## src/rtl/vga_timing_gen_if.sv

```systemverilog
// Raster timing bundle: pixel strobe in from the clock divider, sync/position/pulses out to the renderer.
// Handshake: no valid/ready; pix_en is a one-clk strobe and every output is a registered level or one-clk pulse.
interface vga_timing_gen_if #(
    parameter int XW = 10,
    parameter int YW = 10
);
    logic          pix_en;
    logic          hsync_n;
    logic          vsync_n;
    logic          active;
    logic [XW-1:0] x;
    logic [YW-1:0] y;
    logic          line_start;
    logic          frame_start;
    logic [1:0]    dbg_hstate;
    logic [1:0]    dbg_vstate;

    modport master (
        input  pix_en,
        output hsync_n, vsync_n, active, x, y, line_start, frame_start,
        output dbg_hstate, dbg_vstate
    );

    modport slave (
        output pix_en,
        input  hsync_n, vsync_n, active, x, y, line_start, frame_start,
        input  dbg_hstate, dbg_vstate
    );
endinterface

```

## src/rtl/vga_timing_gen.sv

```systemverilog
// VGA raster timing: horizontal/vertical counters with porch/sync FSMs, outputs registered per pix_en.
module vga_timing_gen #(
    parameter int H_ACTIVE = 640,
    parameter int H_FP     = 16,
    parameter int H_SYNC   = 96,
    parameter int H_BP     = 48,
    parameter int V_ACTIVE = 480,
    parameter int V_FP     = 10,
    parameter int V_SYNC   = 2,
    parameter int V_BP     = 33,
    parameter int XW       = 10,
    parameter int YW       = 10
) (
    input  logic             clk,
    input  logic             reset,
    vga_timing_gen_if.master bus
);
    localparam int H_TOTAL = H_ACTIVE + H_FP + H_SYNC + H_BP;
    localparam int V_TOTAL = V_ACTIVE + V_FP + V_SYNC + V_BP;

    localparam logic [XW-1:0] H_LAST    = XW'(H_TOTAL - 1);
    localparam logic [XW-1:0] H_FP_AT   = XW'(H_ACTIVE);
    localparam logic [XW-1:0] H_SYNC_AT = XW'(H_ACTIVE + H_FP);
    localparam logic [XW-1:0] H_BP_AT   = XW'(H_ACTIVE + H_FP + H_SYNC);
    localparam logic [YW-1:0] V_LAST    = YW'(V_TOTAL - 1);
    localparam logic [YW-1:0] V_FP_AT   = YW'(V_ACTIVE);
    localparam logic [YW-1:0] V_SYNC_AT = YW'(V_ACTIVE + V_FP);
    localparam logic [YW-1:0] V_BP_AT   = YW'(V_ACTIVE + V_FP + V_SYNC);

    typedef enum logic [1:0] {ST_H_ACT, ST_H_FP, ST_H_SYNC, ST_H_BP} h_state_t;
    typedef enum logic [1:0] {ST_V_ACT, ST_V_FP, ST_V_SYNC, ST_V_BP} v_state_t;

    logic [XW-1:0] r_hcount;
    logic [YW-1:0] r_vcount;
    h_state_t      r_hstate;
    v_state_t      r_vstate;

    logic          r_hsync_n;
    logic          r_vsync_n;
    logic          r_active;
    logic [XW-1:0] r_x;
    logic [YW-1:0] r_y;
    logic          r_line_start;
    logic          r_frame_start;

    logic [XW-1:0] w_hcount_nxt;
    logic [YW-1:0] w_vcount_nxt;
    h_state_t      w_hstate_nxt;
    v_state_t      w_vstate_nxt;
    logic          w_h_wrap;
    logic          w_active;

    // Each FSM leaves a region when the freshly advanced count lands on the next region's first position.
    always_comb begin
        w_h_wrap     = (r_hcount == H_LAST);
        w_hcount_nxt = w_h_wrap ? '0 : r_hcount + 1'b1;
        w_vcount_nxt = r_vcount;
        if (w_h_wrap) begin
            w_vcount_nxt = (r_vcount == V_LAST) ? '0 : r_vcount + 1'b1;
        end

        w_hstate_nxt = r_hstate;
        case (r_hstate)
            ST_H_ACT:  if (w_hcount_nxt == H_FP_AT)   w_hstate_nxt = ST_H_FP;
            ST_H_FP:   if (w_hcount_nxt == H_SYNC_AT) w_hstate_nxt = ST_H_SYNC;
            ST_H_SYNC: if (w_hcount_nxt == H_BP_AT)   w_hstate_nxt = ST_H_BP;
            ST_H_BP:   if (w_hcount_nxt == '0)        w_hstate_nxt = ST_H_ACT;
            default:   w_hstate_nxt = ST_H_ACT;
        endcase

        w_vstate_nxt = r_vstate;
        case (r_vstate)
            ST_V_ACT:  if (w_h_wrap && w_vcount_nxt == V_FP_AT)   w_vstate_nxt = ST_V_FP;
            ST_V_FP:   if (w_h_wrap && w_vcount_nxt == V_SYNC_AT) w_vstate_nxt = ST_V_SYNC;
            ST_V_SYNC: if (w_h_wrap && w_vcount_nxt == V_BP_AT)   w_vstate_nxt = ST_V_BP;
            ST_V_BP:   if (w_h_wrap && w_vcount_nxt == '0)        w_vstate_nxt = ST_V_ACT;
            default:   w_vstate_nxt = ST_V_ACT;
        endcase

        w_active = (r_hstate == ST_H_ACT) && (r_vstate == ST_V_ACT);
    end

    always_ff @(posedge clk or negedge reset) begin
        if (!reset) begin
            r_hcount <= '0;
            r_vcount <= '0;
            r_hstate <= ST_H_ACT;
            r_vstate <= ST_V_ACT;
        end else if (bus.pix_en) begin
            r_hcount <= w_hcount_nxt;
            r_vcount <= w_vcount_nxt;
            r_hstate <= w_hstate_nxt;
            r_vstate <= w_vstate_nxt;
        end
    end

    // Outputs describe the position being consumed on this strobe, not the advanced one.
    always_ff @(posedge clk or negedge reset) begin
        if (!reset) begin
            r_hsync_n     <= 1'b1;
            r_vsync_n     <= 1'b1;
            r_active      <= 1'b0;
            r_x           <= '0;
            r_y           <= '0;
            r_line_start  <= 1'b0;
            r_frame_start <= 1'b0;
        end else begin
            r_line_start  <= 1'b0;
            r_frame_start <= 1'b0;
            if (bus.pix_en) begin
                r_hsync_n     <= (r_hstate != ST_H_SYNC);
                r_vsync_n     <= (r_vstate != ST_V_SYNC);
                r_active      <= w_active;
                r_x           <= w_active ? r_hcount : '0;
                r_y           <= w_active ? r_vcount : '0;
                r_line_start  <= (r_hcount == '0);
                r_frame_start <= (r_hcount == '0) && (r_vcount == '0);
            end
        end
    end

    assign bus.hsync_n     = r_hsync_n;
    assign bus.vsync_n     = r_vsync_n;
    assign bus.active      = r_active;
    assign bus.x           = r_x;
    assign bus.y           = r_y;
    assign bus.line_start  = r_line_start;
    assign bus.frame_start = r_frame_start;
    assign bus.dbg_hstate  = r_hstate;
    assign bus.dbg_vstate  = r_vstate;
endmodule
```

## src/flat_wrapper.sv

```systemverilog
// flat-port wrapper written by rule: the top's interface ports become plain ports
module vga_timing_gen_flat 
#(
    parameter int H_ACTIVE = 640,
    parameter int H_FP     = 16,
    parameter int H_SYNC   = 96,
    parameter int H_BP     = 48,
    parameter int V_ACTIVE = 480,
    parameter int V_FP     = 10,
    parameter int V_SYNC   = 2,
    parameter int V_BP     = 33,
    parameter int XW       = 10,
    parameter int YW       = 10
)
  (clk, reset, bus_pix_en, bus_hsync_n, bus_vsync_n, bus_active, bus_x, bus_y, bus_line_start, bus_frame_start, bus_dbg_hstate, bus_dbg_vstate);
  vga_timing_gen_if #(.XW(XW), .YW(YW)) bus_i ();
  input  logic clk;
  input  logic reset;
  input wire logic [$bits(bus_i.pix_en)-1:0] bus_pix_en;
  output wire logic [$bits(bus_i.hsync_n)-1:0] bus_hsync_n;
  output wire logic [$bits(bus_i.vsync_n)-1:0] bus_vsync_n;
  output wire logic [$bits(bus_i.active)-1:0] bus_active;
  output wire logic [$bits(bus_i.x)-1:0] bus_x;
  output wire logic [$bits(bus_i.y)-1:0] bus_y;
  output wire logic [$bits(bus_i.line_start)-1:0] bus_line_start;
  output wire logic [$bits(bus_i.frame_start)-1:0] bus_frame_start;
  output wire logic [$bits(bus_i.dbg_hstate)-1:0] bus_dbg_hstate;
  output wire logic [$bits(bus_i.dbg_vstate)-1:0] bus_dbg_vstate;
  assign bus_i.pix_en = bus_pix_en;
  assign bus_hsync_n = bus_i.hsync_n;
  assign bus_vsync_n = bus_i.vsync_n;
  assign bus_active = bus_i.active;
  assign bus_x = bus_i.x;
  assign bus_y = bus_i.y;
  assign bus_line_start = bus_i.line_start;
  assign bus_frame_start = bus_i.frame_start;
  assign bus_dbg_hstate = bus_i.dbg_hstate;
  assign bus_dbg_vstate = bus_i.dbg_vstate;
  vga_timing_gen #(.H_ACTIVE(H_ACTIVE), .H_FP(H_FP), .H_SYNC(H_SYNC), .H_BP(H_BP), .V_ACTIVE(V_ACTIVE), .V_FP(V_FP), .V_SYNC(V_SYNC), .V_BP(V_BP), .XW(XW), .YW(YW)) u_core (.clk(clk), .reset(reset), .bus(bus_i));
endmodule
```

## config.mk

```make
export PLATFORM = sky130hd
export DESIGN_NAME = vga_timing_gen_flat
export DESIGN_NICKNAME = d
export VERILOG_FILES = /design/src/rtl/vga_timing_gen_if.sv /design/src/rtl/vga_timing_gen.sv /design/src/flat_wrapper.sv
export SDC_FILE = /design/constraint.sdc
export NUM_CORES = 1
export LEC_CHECK = 0
export ABC_AREA = 1
export ABC_CLOCK_PERIOD_IN_PS = 2120
export CAP_MARGIN = 20
export CELL_PAD_IN_SITES_DETAIL_PLACEMENT = 0
export CELL_PAD_IN_SITES_GLOBAL_PLACEMENT = 1
export CORE_ASPECT_RATIO = 1.5
export CORE_MARGIN = 2
export CORE_UTILIZATION = 41
export CTS_CLUSTER_SIZE = 28
export DETAILED_ROUTE_END_ITERATION = 8
export MAX_ROUTING_LAYER = met4
export PLACE_DENSITY_LB_ADDON = 0.25
export SETUP_SLACK_MARGIN = 0.1
export SLEW_MARGIN = 20
export SYNTH_ARGS = -nofsm -noshare
export SYNTH_HDL_FRONTEND = slang
export SYNTH_SLANG_ARGS = --single-unit
```

## constraint.sdc

```tcl
create_clock -name clk -period 2.12 [get_ports clk]
set_input_delay 0.212 -clock clk [delete_from_list [all_inputs] [get_ports clk]]
set_output_delay 0.212 -clock clk [all_outputs]
set_load 0.01 [all_outputs]
```

==> results.md <==
* Status: completed
* Synthesized instance count at 383
* Critical path cell sequence: ha_4 -> nand2_4 -> nor2_4 -> nand2_4 -> nand2_2 -> nand2_2 -> nor2_2 -> nand4_1 -> o21ai_2 -> nand3_2 -> nand2_1 -> nand2_1
* CP arrival at 2.18 ns
* Area of the multi-input gates at around 0.0016 sq mm
* DPL Wire Length at ~5400 microns
* Synth top area share at 0.413
* Clk root buf: clkbuf_8
* Placed Area at 0.00329 sq mm
* DR pass1 iterations at 4
* Post-synth EDFFs at 0
* Final cell count without fillers at 511
* Initial DRC count at between 100 and 150
* Fraction of layout cells with a size suffix above 1 at 0.203
* Hold WS at around 0.26 ns
* Die width at a little over 70 microns
* Synthesized area per cell at 7.44 sq um
* Hold Vio Cnt, Final at 0
* Pins Over Slew Limit at 0
* Row Count at 37
* Crit path time final at 1.98 ns
* Worst Tran Pin Value at around 0.37 ns
* Vias per cell at between 5 and 6
* Die Area at 0.00765 sq mm
* FF+latch area at 0.00123 sq mm
* Fillers at between 700 and 800
* Via count at 2614
* Syn-to-layout area delta at 27.5%
* RSZ-0062 raised after global routing: yes
* Syn_nets at 399
* CP peak stage delay at 0.42 ns
* Dominant synthesized flop cell: dfrtp_1
* Synth area leader: dfrtp_1
* FMAX at 505 MHz
* IO Port Bufs at 31
* Max Cap Viol at 0
* CP Max Fanout at 6
* DIE HEIGHT at 106 microns
* Seq cells post-synth at a little under 50
* H-tree levels at 2
* CP Capture Type: register
* Unique masters post-synth at 29
* Ys Warns at 0
* Critical path type: register to register
* Clock Skew at 0.00665 ns
* Required time worst endpoint at ~2.3 ns
* CP max stage cell: dfrtp_1
* Top cells by area, synth: dfrtp_1 41%, nand2_1 16%, o21ai_0 7.9%, nand3_1 6.0%, ha_1 5.7%
* Core ar. at between 0.006 and 0.007 sq mm
* CTS buffer count at 5
* Most frequent cell after synthesis: nand2_1
* Vias in the first global route at 2638
* Global-route wire length before repair at 12400 microns
* Final WL at 7420 microns
* GRT Total Usage at 0.213
* Hold crit path type: primary input to asynchronous set/reset pin
* Pwr/cell area at 963 mW/mm^2
* Initial core utilization at 0.419
* Reg clk slew, reported paths at 0.10 ns
* Leakage Power at between 1.5 and 2 nW
* Final period util at 0.934
* Worst-Skew Late Latency at 0.31 ns
* Diode count at 0
* Peak VDD IR at roughly 450 uV
* Initial antenna violation count at 0
* Top cells by count, synth: 123 x nand2_1, 47 x dfrtp_1, 45 x o21ai_0, 37 x inv_1, 34 x nand3_1
* Top Ports at 32
* Fin worst setup slack at about 0.14 ns
* Clock sink count at 49
* Total global routing overflow at 0
* Final net count at 448
* Worst Path Buf+Inv at 0
* Register area share after synthesis at 0.431
* Final setup violation count at 0
* Routed len/inst at 14.5 microns
* Max-slew headroom at 0.754
* Finished Cell Area at 0.00363 sq mm
* Final total power at 3.50 mW
* Post-layout util at 0.534
* Antenna viol nets, final at 0
* Sum Neg Setup Slack at 0 ns
* Largest net degree at the start of global routing at 34
* Kind of cell adding the most delay to the critical path: simple AND/OR/NAND/NOR gates
* Clk buf depth at 2
* Synth Cell Area at between 0.002 and 0.003 sq mm
* Placer Congestion at about 0.84
* Async SR Flop Fraction at 1.00
* # placed instances at between 400 and 500
* Startpoint Class: register
* CTS tree: built
* DR DRC count at 0
* Pre-CTS setup slack at -0.0193 ns
layer usage:
metal  up-vias  track usage  share of wire
met5         -            -              0
met4         0       0.0809          0.028
met3        14       0.0303          0.026
met2        40        0.377           0.55
met1      1234        0.237           0.39
li1       1326            -              -
report_power, final:
group / switching (mW) / total (mW) / internal (mW) / leakage (nW)
clock: 0.331 / 0.686 / 0.355 / 0.0554
combinational: 0.773 / 1.40 / 0.628 / 1.01
sequential: 0.239 / 1.41 / 1.17 / 0.628
cell usage in the layout, fill, tap and decap left out, drive strengths merged:
master and n:
inv 37, nand3 37, dfrtp 47, clkdlybuf4s50 30
o21a 1, ha 13, nand3b 1, o22ai 1
nand2 128, clkinv 2, dlygate4sd3 1, o21ai 50
nor2 36, o31ai 1, nand4 9, dfstp 2
clkbuf 6, or2 3, buf 22, nor3b 1
bufinv 1, a21oi 1, nor4 1, nor3 2
final timing paths:
path | startpoint | to | slack [ns] | cells past startpoint
setup / recovery | u_core.r_hcount[1] | u_core.bus.dbg_vstate[1] | 0.14 | 12
hold / removal | reset | u_core.bus.x[0] | 0.26 | 2
setup reg to reg | u_core.r_hcount[1] | u_core.bus.dbg_vstate[1] | 0.14 | 12
hold reg to reg | u_core.bus.hsync_n | u_core.bus.hsync_n | 0.49 | 2
max in group asynchronous | reset | u_core.bus.vsync_n | 1.26 | 3
min in group clk | u_core.bus.hsync_n | u_core.bus.hsync_n | 0.49 | 2
worst reg2reg max path: cells and delay by family, from the launching register on:
family | cells | cell delay (ns)
AND/OR/NAND/NOR | 10 | 1.02
flip-flops | 1 | 0.42
AO/OA/AOI/OAI | 1 | 0.22
adder cells (fa/ha/maj) | 1 | 0.21
cells by family after synthesis:
kind of cell / after synthesis / share of synthesized area
simple gates: 217 / 0.342
compound gates: 54 / 0.0984
buf+inv: 50 / 0.0716
fa+ha+maj: 13 / 0.0571
flops: 49 / 0.431
layout make-up:
cell class / instances / share of cell area
multi-input cells: 285 / 0.429
well taps: 78 / 0.0269
inverters: 38 / 0.0393
clock inverters: 2 / 0.0107
flip-flops and latches: 49 / 0.340
clock buffers: 6 / 0.0200
repair buffers: 53 / 0.135
flip-flops by register name, summed over array words and instances (netlist names):
| register | cells |
|---|---|
| u_core.bus.x | 10 |
| u_core.bus.hsync_n | 1 |
| u_core.bus.line_start | 1 |
| u_core.bus.frame_start | 1 |
| u_core.bus.active | 1 |
| u_core.r_vcount | 10 |
| u_core.bus.y | 10 |
| u_core.bus.dbg_vstate | 2 |
| u_core.bus.dbg_hstate | 2 |
| u_core.bus.vsync_n | 1 |
| u_core.r_hcount | 10 |
timing repair:
item | CTS | global route
endpoints found under the hold margin | 7 | 0
cloned | 0 | 1
setup buffers | 2 | 7
setup endpoints to repair | 4 | 4
hold buffers | 1 | 0
pin swaps | 1 | 24
gates resized for setup | 7 | 38
(Power assumes the default switching activity.)
